`config.mk`:
```
export PLATFORM = sky130hd
export DESIGN_NAME = vram_arbiter
export DESIGN_NICKNAME = d
export VERILOG_FILES = /design/src/rtl/vga_pkg.sv /design/src/rtl/vram_wfifo.sv /design/src/rtl/vram_arbiter.sv
export SDC_FILE = /design/constraint.sdc
export NUM_CORES = 1
export LEC_CHECK = 0
export BUFFER_PORTS_ARGS = -buffer_cell sky130_fd_sc_hd__buf_2
export CORE_ASPECT_RATIO = 1.4
export CORE_UTILIZATION = 59
export DETAILED_ROUTE_END_ITERATION = 8
export GPL_ROUTABILITY_DRIVEN = 0
export PLACE_DENSITY = 0.79
export SYNTH_ARGS = -nofsm -noshare
export SYNTH_HDL_FRONTEND = slang
export SYNTH_SLANG_ARGS = --single-unit
```
`constraint.sdc`:
```
create_clock -name vga_clk -period 4.2 [get_ports vga_clk]
set_input_delay 0.84 -clock vga_clk [delete_from_list [all_inputs] [get_ports vga_clk]]
set_output_delay 0.84 -clock vga_clk [all_outputs]
set_load 0.02 [all_outputs]
```
`src/rtl/vga_pkg.sv`:
```
// vga_pkg: shared VGA constants, pixel address type and arbiter FSM states.
package vga_pkg;
  localparam int H_ACTIVE = 640;
  localparam int V_ACTIVE = 480;
  localparam int PIX_W    = 12;
  typedef logic [18:0] pix_addr_t;
  typedef enum logic [1:0] {SCAN, GUARD, WRITE} arb_state_t;
endpackage

```
`src/rtl/vram_wfifo.sv`:
```
// vram_wfifo: synchronous DEPTH x W write-request FIFO with registered level.
// Ports: vga_clk/clrn clock and async active-low reset; push/din enqueue;
// pop dequeues the head shown on dout; full, empty and level report occupancy.
module vram_wfifo #(
  parameter int DEPTH = 8,
  parameter int W     = 31
) (
  input  logic                     vga_clk,
  input  logic                     clrn,
  input  logic                     push,
  input  logic                     pop,
  input  logic [W-1:0]             din,
  output logic [W-1:0]             dout,
  output logic                     full,
  output logic                     empty,
  output logic [$clog2(DEPTH):0]   level
);
  localparam int PW = $clog2(DEPTH);
  localparam int LW = PW + 1;
  logic [W-1:0]  mem [DEPTH];
  logic [PW-1:0] wptr, rptr;
  logic          push_ok, pop_ok;
  assign full    = level == LW'(DEPTH);
  assign empty   = level == '0;
  assign push_ok = push && !full;
  assign pop_ok  = pop && !empty;
  assign dout    = mem[rptr];
  always_ff @(posedge vga_clk or negedge clrn) begin
    if (!clrn) begin
      wptr  <= '0;
      rptr  <= '0;
      level <= '0;
    end else begin
      if (push_ok) wptr <= wptr + 1'b1;
      if (pop_ok) rptr <= rptr + 1'b1;
      level <= level + LW'(push_ok) - LW'(pop_ok);
    end
  end
  // Storage needs no reset: the pointers and level define what is valid.
  always_ff @(posedge vga_clk) begin
    if (push_ok) mem[wptr] <= din;
  end
endmodule

```
`src/rtl/vram_arbiter.sv`:
```
// vram_arbiter: shares the pixel RAM between vgac scan-out (priority) and a buffered writer.
// Ports: vga_clk/clrn clock and async active-low reset; rdn/row_addr/col_addr from vgac;
// wr_valid/wr_ready/wr_addr/wr_data writer handshake; ram_addr/ram_we/ram_wdata RAM pins;
// fifo_level and busy report queued writes.
module vram_arbiter
  import vga_pkg::*;
#(
  parameter int DEPTH = 8,
  parameter int AW    = 19,
  parameter int DW    = 12
) (
  input  logic                   vga_clk,
  input  logic                   clrn,
  input  logic                   rdn,
  input  logic [8:0]             row_addr,
  input  logic [9:0]             col_addr,
  input  logic                   wr_valid,
  output logic                   wr_ready,
  input  logic [AW-1:0]          wr_addr,
  input  logic [DW-1:0]          wr_data,
  output logic [AW-1:0]          ram_addr,
  output logic                   ram_we,
  output logic [DW-1:0]          ram_wdata,
  output logic [$clog2(DEPTH):0] fifo_level,
  output logic                   busy
);
  arb_state_t        state;
  pix_addr_t         scan_addr;
  logic [AW+DW-1:0]  head;
  logic              full, empty;
  vram_wfifo #(.DEPTH(DEPTH), .W(AW + DW)) u_fifo (
    .vga_clk (vga_clk),
    .clrn    (clrn),
    .push    (wr_valid && wr_ready),
    .pop     (ram_we),
    .din     ({wr_addr, wr_data}),
    .dout    (head),
    .full    (full),
    .empty   (empty),
    .level   (fifo_level)
  );
  assign wr_ready  = !full;
  assign busy      = !empty;
  assign scan_addr = {row_addr, col_addr};
  // rdn gates the write combinationally so a read cycle never sees a write,
  // even in the cycle before the FSM returns to SCAN.
  assign ram_we    = state == WRITE && !empty && rdn;
  assign ram_addr  = ram_we ? head[AW+DW-1:DW] : AW'(scan_addr);
  assign ram_wdata = ram_we ? head[DW-1:0] : '0;
  // GUARD gives one idle turnaround cycle after every scan-to-blank edge.
  always_ff @(posedge vga_clk or negedge clrn) begin
    if (!clrn) state <= SCAN;
    else state <= !rdn ? SCAN : (state == SCAN ? GUARD : WRITE);
  end
endmodule

```
==> Yosys cells after proc, flatten, opt, wreduce, memory -nomap -nowiden <==
Memories as Yosys holds them, arrays and structs flattened.
Cells that the tools add are included.
{ "totals": {"inputBits": 54, "regBits": 12, "n_memories": 1, "ramBits": 248, "elab_cells": 26, "output_inout_bits": 38} }
{ "memory_table": {"columns": ["name", "depth", "width", "read_ports", "rd_clocked_by_memory_dff", "wr", "line_no", "source"], "rows": [
  ["u_fifo.mem", 8, 31, 1, 0, 1, "vram_wfifo.sv:20", "logic [W-1:0] mem [DEPTH];"]
]} }
{ "op_classes": {"n_reduce_logical": 9, "n_eq_ne": 2, "add_sub_neg": 4, "muxes": 6} }
{ "ops": {"columns": ["op", "count"], "rows": [
  ["$mux 19", 1],
  ["$mux 12", 1],
  ["$add 3x1->3 const B", 2],
  ["$logic_and 1x1->1", 5],
  ["$add 4x1->4", 1],
  ["$eq 4x4->1 const B", 1],
  ["$logic_not 4->1", 1],
  ["$mux 2", 2],
  ["$sub 4x1->4", 1],
  ["$eq 2x2->1 const B", 1],
  ["$logic_not 1->1", 2],
  ["$logic_not 2->1", 1],
  ["$mux 1", 2]
]} }

==> Longest topological paths before layout <==
Gate-level depths: netlist of run 1.
{ "logic_depth": {"word_depth": 6, "depth_mapped": 12, "ltp_nobuf": 11} }

==> Modules after synthesis <==
Synthesis of run 1 repeated with hierarchy kept, for this count alone.
{ "unflattened": {"cells_unflattened": 459, "area_unflattened_um2": 10625.2} }
{ "by_module_without_submodules": {"columns": ["mod", "cells_per_inst", "instances", "area_per_inst_um2", "seq_area_each_um2"], "rows": [
  ["vram_wfifo", 416, 1, 10138.5, 7697.4],
  ["vram_arbiter", 43, 1, 486.7, 50.0]
]} }

==> Worst setup path after synthesis of run 1 <==
Ideal clock, no wire load.
{ "synth_timing": {"kind": "reg-to-reg", "startpoint": "reg u_fifo.level[2]", "endpoint": "mem u_fifo.mem[0][0] (enable)", "setup_ps": 458, "arrival_ps": 3519, "period_less_slack_ps": 3977, "path_slack_ps": 223, "required_time_ps": 3742, "stages_incl_launch_ff": 7, "path_cell_list": "dfrtp_1 > inv_1 > ha_1 > or3b_1 > clkbuf_1 > nand3b_1 > nor3_1"} }
{ "synth_via": {"elab_chain_len": 6} }
{ "synth_rtl": {"columns": ["element", "line_no", "source"], "rows": [
  ["start, declared", "vram_wfifo.sv:16", "output logic [$clog2(DEPTH):0] level"],
  ["start signal, assigned", "vram_wfifo.sv:36", "level <= level + LW'(push_ok) - LW'(pop_ok);"],
  ["$eq 4x4->1 *", "vram_wfifo.sv:23", "assign full = level == LW'(DEPTH);"],
  ["$logic_not 1->1 *", "vram_arbiter.sv:42", "assign wr_ready = !full;"],
  ["named net wr_ready", "vram_arbiter.sv:18", "output logic wr_ready,"],
  ["$logic_and 1x1->1", "vram_arbiter.sv:34", ".push (wr_valid && wr_ready),"],
  ["$logic_and 1x1->1 *", "vram_wfifo.sv:25", "assign push_ok = push && !full;"],
  ["$mux 1 *", "vram_wfifo.sv:41", "if (push_ok) mem[wptr] <= din;"],
  ["$mux 1 (implied by the code) *", "vram_wfifo.sv:41", null],
  ["end, declared", "vram_wfifo.sv:20", null]
]} }
The timed path passes the listed nets; every way through them passes the cells marked *.

==> Final worst setup path of run 1 <==
{ "layout_timing": {"startpoint": "reg u_fifo.rptr[1]", "endpoint": "out ram_addr[6]"} }
{ "layout_via": {"elab_chain_len": 2} }
{ "layout_rtl": {"columns": ["element", "line_no", "source"], "rows": [
  ["start, declared", "vram_wfifo.sv:21", "logic [PW-1:0] wptr, rptr;"],
  ["start signal, assigned", "vram_wfifo.sv:35", "if (pop_ok) rptr <= rptr + 1'b1;"],
  ["$mem_v2 8x31", null, null],
  ["$mux 19", "vram_arbiter.sv:48", "assign ram_addr = ram_we ? head[AW+DW-1:DW] : AW'(scan_addr);"],
  ["end, declared", "vram_arbiter.sv:21", "output logic [AW-1:0] ram_addr,"]
]} }
No other way between the ends.

==> summary.md, run 1 <==
| Metric | Value |
|---|---|
| Crit Reg-Reg Startpoint | `u_fifo.level[2]` |
| Total wire length | `20980 um` |
| Critical Path Sink Type | `output port` |
| Number of flops mapped to enable cells by yosys | `248` |
| Most common library cells after synthesis | `edfxtp_1, mux2i_1, mux4_2, mux2_1` |
| Share of cells above drive strength 1 | `30.57%` |
| Main area contributors after synthesis | `edfxtp_1, mux4_2, mux2i_1, dfrtp_1, mux2_1` |
| Nets | `711` |
| Post-CTS Resized | `0` |
| CTS tree | `built` |
| Storage element area | `7751 um^2` |
| CTS sink cnt | `260` |
| Normalized max-slew margin | `29.50%` |
| Seq cells post-synth | `260` |
| Worst-path fanout max | `19` |
| H-tree Lvls | `1` |
| DR vias | `5431` |
| Leakage | `4.194 nW` |
| Min Tclk post-route | `3.764 ns` |
| Met3 wire length | `1040 um` |
| Initial Util | `60.15%` |
| Syn_area_per_cell | `19.09 um^2` |
| Total grt overflow | `0` |
| Ys flop type | `edfxtp_1` |
| First DRT Iteration DRCs | `354` |
| Syn nets | `609` |
| Number of global-route vias before repair | `5844` |
| R2r endpoint | `u_fifo.level[2]` |
| R2R setup slack | `1.31 ns` |
| Area grow syn2layout | `14.35%` |
| Fill cells | `1118` |
| CTS Buf Count | `22` |
| Area share of the largest cell type after synthesis | `71.44%` |
| Metal2 WL | `11180 um` |
| Clock Pin Slew Worst Setup and Hold Paths | `0.07 ns` |
| Combined area of the multi-input logic cells | `2494 um^2` |
| Crit Path Class | `reg2out` |
| Synth warn | `0` |
| Antenna viol nets, final | `0` |
| Via/cell ratio | `6.028` |
| RSZ-0062 raised after global routing | `no` |
| CP Data Arrival Time | `2.92 ns` |
| GRT Resource Usage Total | `24.23%` |
| Min-delay worst type | `in2async` |
| Status | `completed` |
| Std cell rows | `57` |
| Die height | `159.3 um` |
| Core Area | `17330 um^2` |
| Final hold viol count | `0` |
| Worst Setup Start Kind | `flop` |
| First-pass GRT wire length | `32570 um` |
| WL met1 | `8070 um` |
| Post-synthesis cell type count | `36` |
| CTS root buf | `clkbuf_16` |
| Post-Syn Area | `10420 um^2` |
| I/O pin cnt | `92` |
| Cell area power density | `642.4 nW/um^2` |
| Critical Path RT | `3.36 ns` |
| Synth area leader | `edfxtp_1` |
| Max-Cap Viols | `0` |
| Die width | `114.3 um` |
| Hold Buf Count CTS | `0` |
| Fin util | `68.79%` |
| Post-Synthesis Cells | `546` |
| Drt drc | `0` |
| Uppermost layer routed | `met5` |
| IR drop worst, VDD | `395.5 uV` |
| Async SR Flop Fraction | `4.615%` |
| Detailed Place HPWL | `12290 um` |
| Clk buf depth | `3` |
| Seq/Total Area, Yosys | `74.32%` |
| Clk_lat worst skew | `0.50 ns` |
| Largest net degree at the start of global routing | `47` |
| Top-count cell post-synth | `edfxtp_1` |
| Number of detailed-route iterations in the first pass | `5` |
| Die area | `18210 um^2` |
| Worst-Margin Slew | `1.056 ns` |
| Initial antenna violation count | `2` |
| Setup bufs post-CTS | `0` |
| Drt wl/cell | `23.29 um` |
| Skew final | `0.01388 ns` |
| Max Freq | `265.7 MHz` |
| Post-Route Setup TNS | `0 ns` |
| Buffers added on ports | `91` |
| Period utilisation layout | `89.61%` |
| FF-to-FF path depth | `11` |
| Endpoints failing setup | `0` |
| Final Max Tran Viols | `0` |
## registers in the layout (all words and copies together), names as in the netlist
register      cells
u_fifo.wptr       3
u_fifo.mem      248
state             2
u_fifo.level      4
u_fifo.rptr       3
## area by class of cell
| type | count | area share (%) |
|---|---|---|
| Antenna cell | 1 | 0.02099 |
| Clock buffer | 32 | 5.363 |
| Clock inverter | 8 | 0.7242 |
| Inverter | 10 | 0.3149 |
| Multi-Input combinational cell | 245 | 20.92 |
| Sequential cell | 260 | 65.02 |
| Tap cell | 236 | 2.477 |
| Timing Repair Buffer | 109 | 5.164 |
## metrics by stage
stage / cells / worst slack, ns / area (um^2) / total power [W] / hold WS, ns
after global placement: 860 / 1.010 / 11190 / 0.005580 / 0.4345
after detailed placement: 860 / 0.9563 / 11190 / 0.005684 / 0.4690
after floorplan: 546 / 0.2227 / 10430 / 0.005086 / 0.4230
final: 901 / 0.4362 / 11920 / 0.007659 / 0.2227
after CTS: 900 / 0.4106 / 11920 / 0.007705 / 0.2155
after global routing: 901 / 0.3098 / 11920 / 0.007979 / 0.2321
## routing by layer
layer  track usage [%]  up-vias
li1                  -     2400
met1             29.63     2794
met2             42.81      183
met3             3.159       52
met4             10.74        2
met5                 0        -
## cell usage in the layout, fill, tap and decap left out, drive strengths merged
| cell | netlist | final |
|---|---|---|
| or3b | 1 | 1 |
| o31ai | 19 | 19 |
| clkbuf | 5 | 32 |
| clkinv | 0 | 6 |
| mux2 | 40 | 40 |
| inv | 10 | 10 |
| nand2 | 3 | 3 |
| nor2b | 1 | 1 |
| xnor2 | 3 | 3 |
| nor3b | 3 | 3 |
| nand3 | 2 | 2 |
| nand2b | 3 | 3 |
| bufinv | 0 | 2 |
| a22o | 19 | 19 |
| fa | 1 | 1 |
| o21a | 1 | 1 |
| nor2 | 19 | 19 |
| o21ai | 19 | 19 |
| xor2 | 3 | 3 |
| edfxtp | 248 | 248 |
| a21oi | 1 | 1 |
| diode | 0 | 1 |
| buf | 26 | 109 |
| or2 | 1 | 1 |
| nor3 | 2 | 2 |
| o22ai | 19 | 19 |
| nand3b | 2 | 2 |
| ha | 8 | 8 |
| dfrtp | 12 | 12 |
| mux4 | 24 | 24 |
| a21o | 1 | 1 |
| mux2i | 50 | 50 |
## power breakdown
group,leakage [nW],total (W),switching [W],internal (W)
registers,2.39,0.00354,0.000267,0.00327
clock network,0.357,0.00203,0.000851,0.00118
logic,1.44,0.00209,0.00117,0.000921
## how the worst max path moves through the flow
stage	startpoint	end	slack, ns	cells past startpoint
floorplan	u_fifo.level[2]	u_fifo.mem[0][0]	0.22	6
global placement	u_fifo.rptr[1]	ram_addr[6]	1.01	4
detailed placement	u_fifo.rptr[1]	ram_addr[6]	0.96	4
CTS	u_fifo.rptr[1]	ram_addr[6]	0.41	4
global route	u_fifo.rptr[1]	ram_addr[6]	0.31	4
finish	u_fifo.rptr[1]	ram_addr[6]	0.44	4
## cells by family after synthesis
kind of cell               count (synthesis)  synth area share [%]
DFF                                      260                 74.32
muxes                                    114                 14.31
AOI/OAI and AO/OA                         79                 5.545
buffers and inverters                     41                 2.376
and+or+nand+nor                           37                 1.800
adders and majority gates                  9                 1.152
xor gates and xnor gates                   6                0.5042
## critical path: stages (launching register included)
cell,delay [ns]
dfrtp_1,0.81
nand2b_1,0.87
o22ai_1,0.23
o31ai_2,0.30
buf_2,0.21
(Power assumes the default switching activity.)
==> inputs of run 2 (changes only) <==
- ABC_CLOCK_PERIOD_IN_PS: not set -> 4200
- CORE_UTILIZATION: 59 -> 40
- PLACE_DENSITY: 0.79 -> 0.58
==> run 2 against run 1 <==
The flow now finishes with violations (design-rule violations). Sequential cell count unchanged. Utilization decreased by 21 points. Largest cell class unchanged. Register-to-register slack got worse by 0.17 ns. Via count decreased by 1.9%. Combinational power increased by 2%. Non-clock buffer count increased by 2. Maximum frequency increased by 6.1%. Routed wire length increased by 3.5%.
==> summary.md, run 2 (synthesis gave the netlist of run 1 again) <==
| Metric | Value |
|---|---|
| Status | `finished, violations left` |
| Failing checks | `design-rule violations` |
| Final Max Tran Viols | `0 (unchanged)` |
| Critical Path RT | `3.36 ns (about the same)` |
| CTS Buf Count | `25 (+14%)` |
| Min Tclk post-route | `3.546 ns (-0.2177 ns)` |
| Via/cell ratio | `5.376 (-11%)` |
| GRT Resource Usage Total | `16.47% (-7.8 points)` |
| Leakage | `4.255 nW (+1.5%)` |
| Skew final | `0.01498 ns (+0.001105 ns)` |
| Post-CTS Resized | `0 (unchanged)` |
| Clk_lat worst skew | `0.51 ns (about the same)` |
| Crit Path Class | `reg2out` |
| Die height | `193.0 um (+21%)` |
| P_int | `0.005522 W (+2.7%)` |
| Worst Setup Start Kind | `flop` |
| Drt wl/cell | `21.91 um (-5.9%)` |
| Final Worst Setup Slack | `0.6539 ns (+0.2177 ns)` |
| Drt drc | `12 (+12)` |
| Switch share | `29.71% (-0.11 points)` |
| Total grt overflow | `0 (unchanged)` |
| DR vias | `5328 (-1.9%)` |
| Post-Route Setup TNS | `0 ns (unchanged)` |
| Initial Util | `40.93% (-19 points)` |
| Most flops, register | `u_fifo.mem` |
| Top Registers | `u_fifo.mem: 248 flops, u_fifo.level: 4 flops` |
| P_sw | `0.002334 W (+2.2%)` |
| Die area | `26720 um^2 (+47%)` |
| First DRT Iteration DRCs | `284 (-20%)` |
| Period utilisation layout | `84.43% (-5.2 points)` |
| Std cell rows | `69 (+21%)` |
| CTS tree | `built` |
| Sequential Power Share | `44.4% (-1.8 points)` |
| Total wire length | `21710 um (+3.5%)` |
| Max reg flops | `248 (unchanged)` |
| Most common cell after layout, fill and taps aside | `edfxtp_1` |
| First-pass GRT wire length | `32800 um (+0.70%)` |
| Die width | `138.4 um (+21%)` |
| Fill cells | `2085 (+86%)` |
| Detailed Place HPWL | `13090 um (+6.5%)` |
| Largest net degree at the start of global routing | `55 (+17%)` |
| Cell area power density | `647.4 nW/um^2 (+0.77%)` |
| Endpoints failing setup | `0 (unchanged)` |
| Share of cells above drive strength 1 | `31.59% (+1.0 points)` |
| Critical Path Sink Type | `output port` |
| I/O pin cnt | `92 (unchanged)` |
| Nets | `716 (+0.70%)` |
| H-tree Lvls | `1 (unchanged)` |
| Setup bufs post-CTS | `0 (unchanged)` |
| Clock Power Share | `28.3% (+1.8 points)` |
| Core Area | `25470 um^2 (+47%)` |
| Normalized max-slew margin | `25.56% (-3.9 points)` |
| RSZ-0062 raised after global routing | `no` |
| R2R setup slack | `1.14 ns (-0.17 ns)` |
| Min-delay worst type | `in2async` |
| Commonest cells after routing, fill and taps aside | `edfxtp_1, buf_2, mux2i_1, clkbuf_16, mux4_2` |
| Worst-path fanout max | `27 (+8)` |
| Number of detailed-route iterations in the first pass | `6 (+1)` |
| Antenna viol nets, final | `0 (unchanged)` |
| Area grow syn2layout | `16.41%` |
| Clock Pin Slew Worst Setup and Hold Paths | `0.06 ns (about the same)` |
| CTS sink cnt | `260 (unchanged)` |
| IR drop worst, VDD | `443.8 uV (+12%)` |
| Max Freq | `282.0 MHz (+6.1%)` |
| Final std cells w/o fill | `991 (+10%)` |
| Worst-Margin Slew | `1.112 ns (+0.05520 ns)` |
| Max-Cap Viols | `0 (unchanged)` |
| Gate power share | `27.2% (about the same)` |
| Placed instance count | `945 (+9.9%)` |
| Number of global-route vias before repair | `5602 (-4.1%)` |
| DP Worst Slack | `1.122 ns (+0.1654 ns)` |
| Buffers added on ports | `91 (unchanged)` |
| Hold Buf Count CTS | `0 (unchanged)` |
| Clk buf depth | `3 (unchanged)` |
| CP Data Arrival Time | `2.71 ns (-0.21 ns)` |
| Initial antenna violation count | `3 (+1)` |
| CTS root buf | `clkbuf_16` |
| Final hold viol count | `0 (unchanged)` |
## run 2: cell count changes in the layout (fill, tap and decap cells not counted)
cell        delta
clkinvlp_4     +1
bufinv_16      +1
buf_4          +2
clkinv_2       +3
clkbuf_16      +2
clkinv_1       -2
## run 2: per-layer routing
| layer | global-route usage, % | wire, um | vias up |
|---|---|---|---|
| met1 | 19.50 | 8608 | 2748 |
| met3 | 2.717 | 1015 | 32 |
| met4 | 4.278 | 368 | 4 |
| met5 | 0 | 31 | - |
| li1 | - | - | 2413 |
| met2 | 31.06 | 11690 | 131 |
## run 2: power by group through the flow
stage | sequential, W | combinational [W] | clock [W]
5_1_grt | 0.00354 | 0.00231 | 0.00237
6_report | 0.00349 | 0.00214 | 0.00223
3_3_place_gp | 0.00353 | 0.00215 | 0
2_1_floorplan | 0.00345 | 0.00163 | 0
3_5_place_dp | 0.00356 | 0.00217 | 0
4_1_cts | 0.00350 | 0.00218 | 0.00227
## run 2: path summary, 6_finish.rpt
check	depth (start not counted)	end	from
worst max-delay path	8	ram_addr[18]	u_fifo.level[2]
worst min-delay path	1	u_fifo.wptr[1]	clrn
worst max register to register	12	u_fifo.level[2]	u_fifo.level[2]
worst min register to register	1	state[0]	state[0]
max in group asynchronous	1	u_fifo.rptr[0]	clrn
min in group vga_clk	1	state[0]	state[0]
## run 2: per-stage QoR
stage               utilization, %  hold slack (ns)  power [W]  cell area [um^2]
detailed placement           44.42           0.4453   0.005732             11310
CTS                          47.64           0.2134   0.007951             12130
finish                       47.65           0.2168   0.007857             12140
floorplan                        -           0.4230   0.005086             10430
global placement             44.42           0.4341   0.005674             11310
global route                 47.64           0.2107   0.008220             12130
## run 2: critical path, stage by stage (launching register included)
cell     delay [ns]
dfrtp_1        0.35
inv_1          0.08
ha_1           0.20
nor3b_4        0.14
buf_4          0.22
or2_2          0.47
buf_12         0.23
o31ai_1        0.27
buf_2          0.21
## run 2: area by class of cell
type / count / area (um^2) / share of cell area [%]
Antenna cell: 1 / 2.502 / 0.02062
Clock buffer: 34 / 689.4 / 5.681
Multi-Input combinational cell: 245 / 2494 / 20.55
Tap cell: 319 / 399.1 / 3.289
Timing Repair Buffer: 111 / 630.6 / 5.196
Clock inverter: 11 / 131.4 / 1.083
Sequential cell: 260 / 7751 / 63.87
Inverter: 10 / 37.54 / 0.3093
